[src/rtl/rr_arbiter_16bit_4way.sv]
// ============================================================================
// rr_arbiter_16bit_4way : 4-way round-robin arbiter with a registered
// valid/ready output slot carrying the granted word and its select code.
// Revision: 1.0
// ============================================================================
`default_nettype none

module rr_arbiter_16bit_4way #(
  parameter int WIDTH = 16
) (
  input  logic             clk,
  input  logic             rst_n,
  input  logic [WIDTH-1:0] a,
  input  logic [WIDTH-1:0] b,
  input  logic [WIDTH-1:0] c,
  input  logic [WIDTH-1:0] d,
  input  logic [3:0]       req_valid,
  output logic [3:0]       req_ready,
  output logic [1:0]       sel,
  output logic [WIDTH-1:0] out_data,
  output logic             out_valid,
  input  logic             out_ready
);

  localparam logic [1:0] C_PTR_RST = 2'd3;

  logic [1:0]       ptr_q,      ptr_d;
  logic [1:0]       sel_q,      sel_d;
  logic [WIDTH-1:0] out_data_q, out_data_d;
  logic             out_valid_q, out_valid_d;

  logic       w_slot_free;
  logic       w_found;
  logic [1:0] w_grant;
  logic [1:0] w_scan;
  logic       w_xfer;
  logic [WIDTH-1:0] w_word;

  assign w_slot_free = !out_valid_q || out_ready;

  // Priority scan starts just after the last granted channel and ends on it.
  always_comb begin
    w_found = 1'b0;
    w_grant = 2'd0;
    w_scan  = 2'd0;
    for (int k = 1; k <= 4; k++) begin
      w_scan = ptr_q + 2'(k);
      if (!w_found && req_valid[w_scan]) begin
        w_found = 1'b1;
        w_grant = w_scan;
      end
    end
  end

  assign req_ready = (rst_n && w_slot_free && w_found) ? (4'b0001 << w_grant) : 4'b0000;
  assign w_xfer    = |(req_valid & req_ready);

  always_comb begin
    case (w_grant)
      2'd0:    w_word = a;
      2'd1:    w_word = b;
      2'd2:    w_word = c;
      default: w_word = d;
    endcase
  end

  always_comb begin
    ptr_d       = ptr_q;
    sel_d       = sel_q;
    out_data_d  = out_data_q;
    out_valid_d = out_valid_q;
    if (w_xfer) begin
      ptr_d       = w_grant;
      sel_d       = w_grant;
      out_data_d  = w_word;
      out_valid_d = 1'b1;
    end else if (out_valid_q && out_ready) begin
      out_valid_d = 1'b0;
    end
  end

  always_ff @(posedge clk) begin
    if (!rst_n) begin
      ptr_q       <= C_PTR_RST;
      sel_q       <= 2'b00;
      out_data_q  <= '0;
      out_valid_q <= 1'b0;
    end else begin
      ptr_q       <= ptr_d;
      sel_q       <= sel_d;
      out_data_q  <= out_data_d;
      out_valid_q <= out_valid_d;
    end
  end

  assign sel       = sel_q;
  assign out_data  = out_data_q;
  assign out_valid = out_valid_q;

endmodule

`default_nettype wire

[config.mk]
export PLATFORM = sky130hd
export DESIGN_NAME = rr_arbiter_16bit_4way
export DESIGN_NICKNAME = d
export VERILOG_FILES = /design/src/rtl/rr_arbiter_16bit_4way.sv
export SDC_FILE = /design/constraint.sdc
export NUM_CORES = 1
export LEC_CHECK = 0
export CORE_ASPECT_RATIO = 1.5
export CORE_MARGIN = 2
export CORE_UTILIZATION = 60
export DETAILED_ROUTE_END_ITERATION = 16
export DONT_BUFFER_PORTS = 1
export PLACE_DENSITY_LB_ADDON = 0.3
export SLEW_MARGIN = 20
export SYNTH_ARGS = -nofsm -noshare
export SYNTH_HDL_FRONTEND = slang
export SYNTH_SLANG_ARGS = --single-unit
[constraint.sdc]
create_clock -name clk -period 3 [get_ports clk]
set_clock_uncertainty 0.05 [all_clocks]
set_input_delay 0.6 -clock clk [delete_from_list [all_inputs] [get_ports clk]]
set_output_delay 0.6 -clock clk [all_outputs]
set_load 0.02 [all_outputs]
==> results by group <==
Outcome
  • Status: completed

Timing
  • Max Transition Viols Final: 0
  • Fin crit share: 92.10%
  • Headroom to the max-slew limit: 58.44%
  • Final min period: 2.763 ns
  • Highest Clock Rate: 0.3619 GHz
  • Final setup fails: 0
  • Final hold viol count: 0
  • Setup tns final: 0 ns
  • Slew @ Worst Pin: roughly 0.61 ns
  • RSZ-0062 raised after global routing: no

Critical path
  • CP bufs+invs: 1
  • Largest stage delay, worst path: around 0.5 ns
  • Worst Reg-to-Reg Cells: 6
  • Crit path DAT: around 2.1 ns
  • Critical path endpoint category: primary output
  • CP Depth: 5
  • Slowest CP cell: dfxtp_1
  • FF-to-FF setup slack: 0.55 ns
  • CP top delay family: simple AND/OR/NAND/NOR gates
  • Setup Crit Path Kind: reg2out
  • Crit-path max FO: 8
  • Startpoint types: flip-flop
  • CP Data Required Time: 2.35 ns
  • Critical path, cell by cell: mux2_4, a22oi_2, and2_1, nor2_1, buf_4

Global route
  • Initial antenna violation count: 0
  • Number of global-route vias before repair: 1267
  • Overflow after GRT: 0
  • Largest net degree at the start of global routing: 23
  • First-pass GRT wire length: roughly 5.5 mm
  • GR Util All Layers: 25.79%

Pwr
  • Comb pwr share: 28.6%
  • Maximum vdd drop: 364.3 uV
  • Sequential share of power: a little over half
  • P_int: 0.4479 mW
  • Net Sw Frac: 36.13%
  • Total chip power: 0.7012 mW
  • Lkg Pwr: roughly 0.60 nW
  • Clock power share: 19.1%
  • Cell Pwr Density: around 500 nW/um^2
  • NetSw: between 0.2 and 0.3 mW

Floorplan
  • IO Pins: 94
  • Initial core utilization: 61.85%
  • Die area: 2681 sq um
  • Die W: 42.95 microns
  • Rows: 21
  • Die Height: 62.42 microns
  • Core area: 2207 sq um

CTS
  • # resized after CTS: 0
  • CTS sink cnt: 21
  • Clock root buffer: clkbuf_4
  • Clock Latency Late Sink: 0.30 ns
  • Clk slew on worst S/H paths: between 0.1 and 0.15 ns
  • TritonCTS clock tree: built
  • Cts hold-fix bufs: 0
  • Post-CTS Setup Bufs: 0
  • CTS Buffer Depth: 2
  • CTS Buf Count: 3
  • H-tree Lvls: 1

Routing
  • Final wirelength: 3.425 mm
  • DRT iter0 DRCs: 31
  • Wire per inst: 19.91 microns
  • Antenna-violating nets left: 0
  • DRC violations left: 0
  • DR vias/cell: 7.052
  • Via count: ~1.2k
  • Pre-Repair DR Iteration Count: 4

Layout
  • # diodes: 0
  • Final net count: 221
  • Area Overhead vs Synth: 3.483%
  • Fraction of layout cells with a size suffix above 1: 18.79%
  • FILL cells: 201
  • Design area: 1413 sq um

Synthesis
  • Post-Syn Area: around 1400 sq um
  • Post-synthesis sequential area ratio: 30.80%
  • Post-Syn Nets: roughly 220
  • Yosys warning count: 0
  • Post-Syn Instances: ~150
  • Netlist cell types: 31
  • #FFs+latches synth: 21
  • Mean area per synthesized cell: 9.223 sq um

Placed design
  • I/O Buffers: 0
  • Post-Place Cell Area: 1385 sq um
  • HPWL Detailed: 2.653 mm
  • GPL Wtd Cong: 0.7593

Hold path
  • Min-delay worst type: in2reg
  • Worst hold path cell count: 1

Run
  • Max-Cap Viols: 0
layout make-up:
type / count / area [sq um] / area share (%)
Clock buffer: 3 / 22.52 / 1.594
Tap cell: 23 / 28.78 / 2.037
Multi-Input combinational cell: 112 / 853.3 / 60.41
Timing Repair Buffer: 10 / 75.07 / 5.314
Clock inverter: 1 / 5.005 / 0.3543
Inverter: 2 / 7.507 / 0.5314
Sequential cell: 21 / 420.4 / 29.76
through the flow:
| step | cells | worst slack (ns) | hold slack [ns] | util (%) |
|---|---|---|---|---|
| after detailed placement | 168 | 0.4755 | 0.4633 | 62.76 |
| after global placement | 168 | 0.5294 | 0.4625 | 62.76 |
| final | 172 | 0.2371 | 0.3005 | 64.00 |
| after CTS | 172 | 0.2245 | 0.2908 | 64.00 |
| after floorplan | 148 | 0.4521 | 0.4181 | - |
| after global routing | 172 | 0.06040 | 0.2812 | 64.00 |
cells in the final DEF, fill, tap and decap left out, types with 2 or more instances in the layout:
master     count
nor2_1        18
buf_4         10
nand2_1        8
o221ai_1       4
a2111oi_0     14
clkbuf_4       3
o21ai_1        2
mux2i_1       20
a31oi_1        2
a21oi_1        3
and3_1        13
a2111oi_2     10
nand3_1        6
dfxtp_1       21
synthesized netlist by cell type (all sizes together):
master	instances	area [sq um]
or2	1	6.260
a22oi	1	12.51
a31oi	2	12.51
nor2b	1	6.260
dfxtp	21	420.4
nand3	6	30.03
nand3b	1	7.510
and3	13	81.33
mux2	1	15.01
and2	2	15.02
o211ai	1	7.510
nor2	18	67.56
mux2i	20	200.2
buf	8	65.06
clkbuf	5	18.77
or4	1	7.510
nand2	8	30.03
o21bai	1	7.510
inv	2	7.500
o221ai	4	35.03
o21ai	2	10.01
a21boi	1	7.510
nand2b	1	6.260
a21oi	3	15.01
a2111oi	24	272.8
worst reg2reg max path, delay by kind of cell (launching register included):
kind,cells,cell delay (ns)
buffers and inverters,1,0.28
AOI/OAI and AO/OA,2,0.66
and+or+nand+nor,1,0.44
muxes,2,0.43
DFF,1,0.49
power groups by stage:
stage | clock [mW] | combinational, mW | sequential, mW
2_1_floorplan | 0 | 0.178 | 0.367
3_3_place_gp | 0 | 0.194 | 0.372
3_5_place_dp | 0 | 0.203 | 0.373
4_1_cts | 0.138 | 0.203 | 0.366
5_1_grt | 0.151 | 0.223 | 0.370
6_report | 0.134 | 0.200 | 0.367
routing by layer:
| layer | up-vias | routed length (microns) | global-route usage (%) |
|---|---|---|---|
| met5 | - | 0 | 0 |
| met4 | 0 | 23 | 6.439 |
| met3 | 2 | 292 | 7.225 |
| met2 | 61 | 1894 | 49.05 |
| met1 | 568 | 1216 | 26.55 |
| li1 | 582 | - | - |
registers in the layout, indices dropped and copies added, names as in the netlist:
| name | cells |
|---|---|
| out_data | 16 |
| sel | 2 |
| out_valid | 1 |
| ptr_q | 2 |
worst paths after layout:
kind | from | to
hold / removal | rst_n | ptr_q[0]
setup reg to reg | ptr_q[1] | out_data[1]
hold reg to reg | ptr_q[0] | ptr_q[0]
setup / recovery | ptr_q[1] | req_ready[3]
cell families after synthesis:
kind of cell           Yosys count  synth area share, %
buffers and inverters           15                6.691
muxes                           21                15.76
AOI/OAI and AO/OA               39                27.86
DFF                             21                30.80
and+or+nand+nor                 52                18.88
No activity file was read; power rests on OpenSTA's default activity.
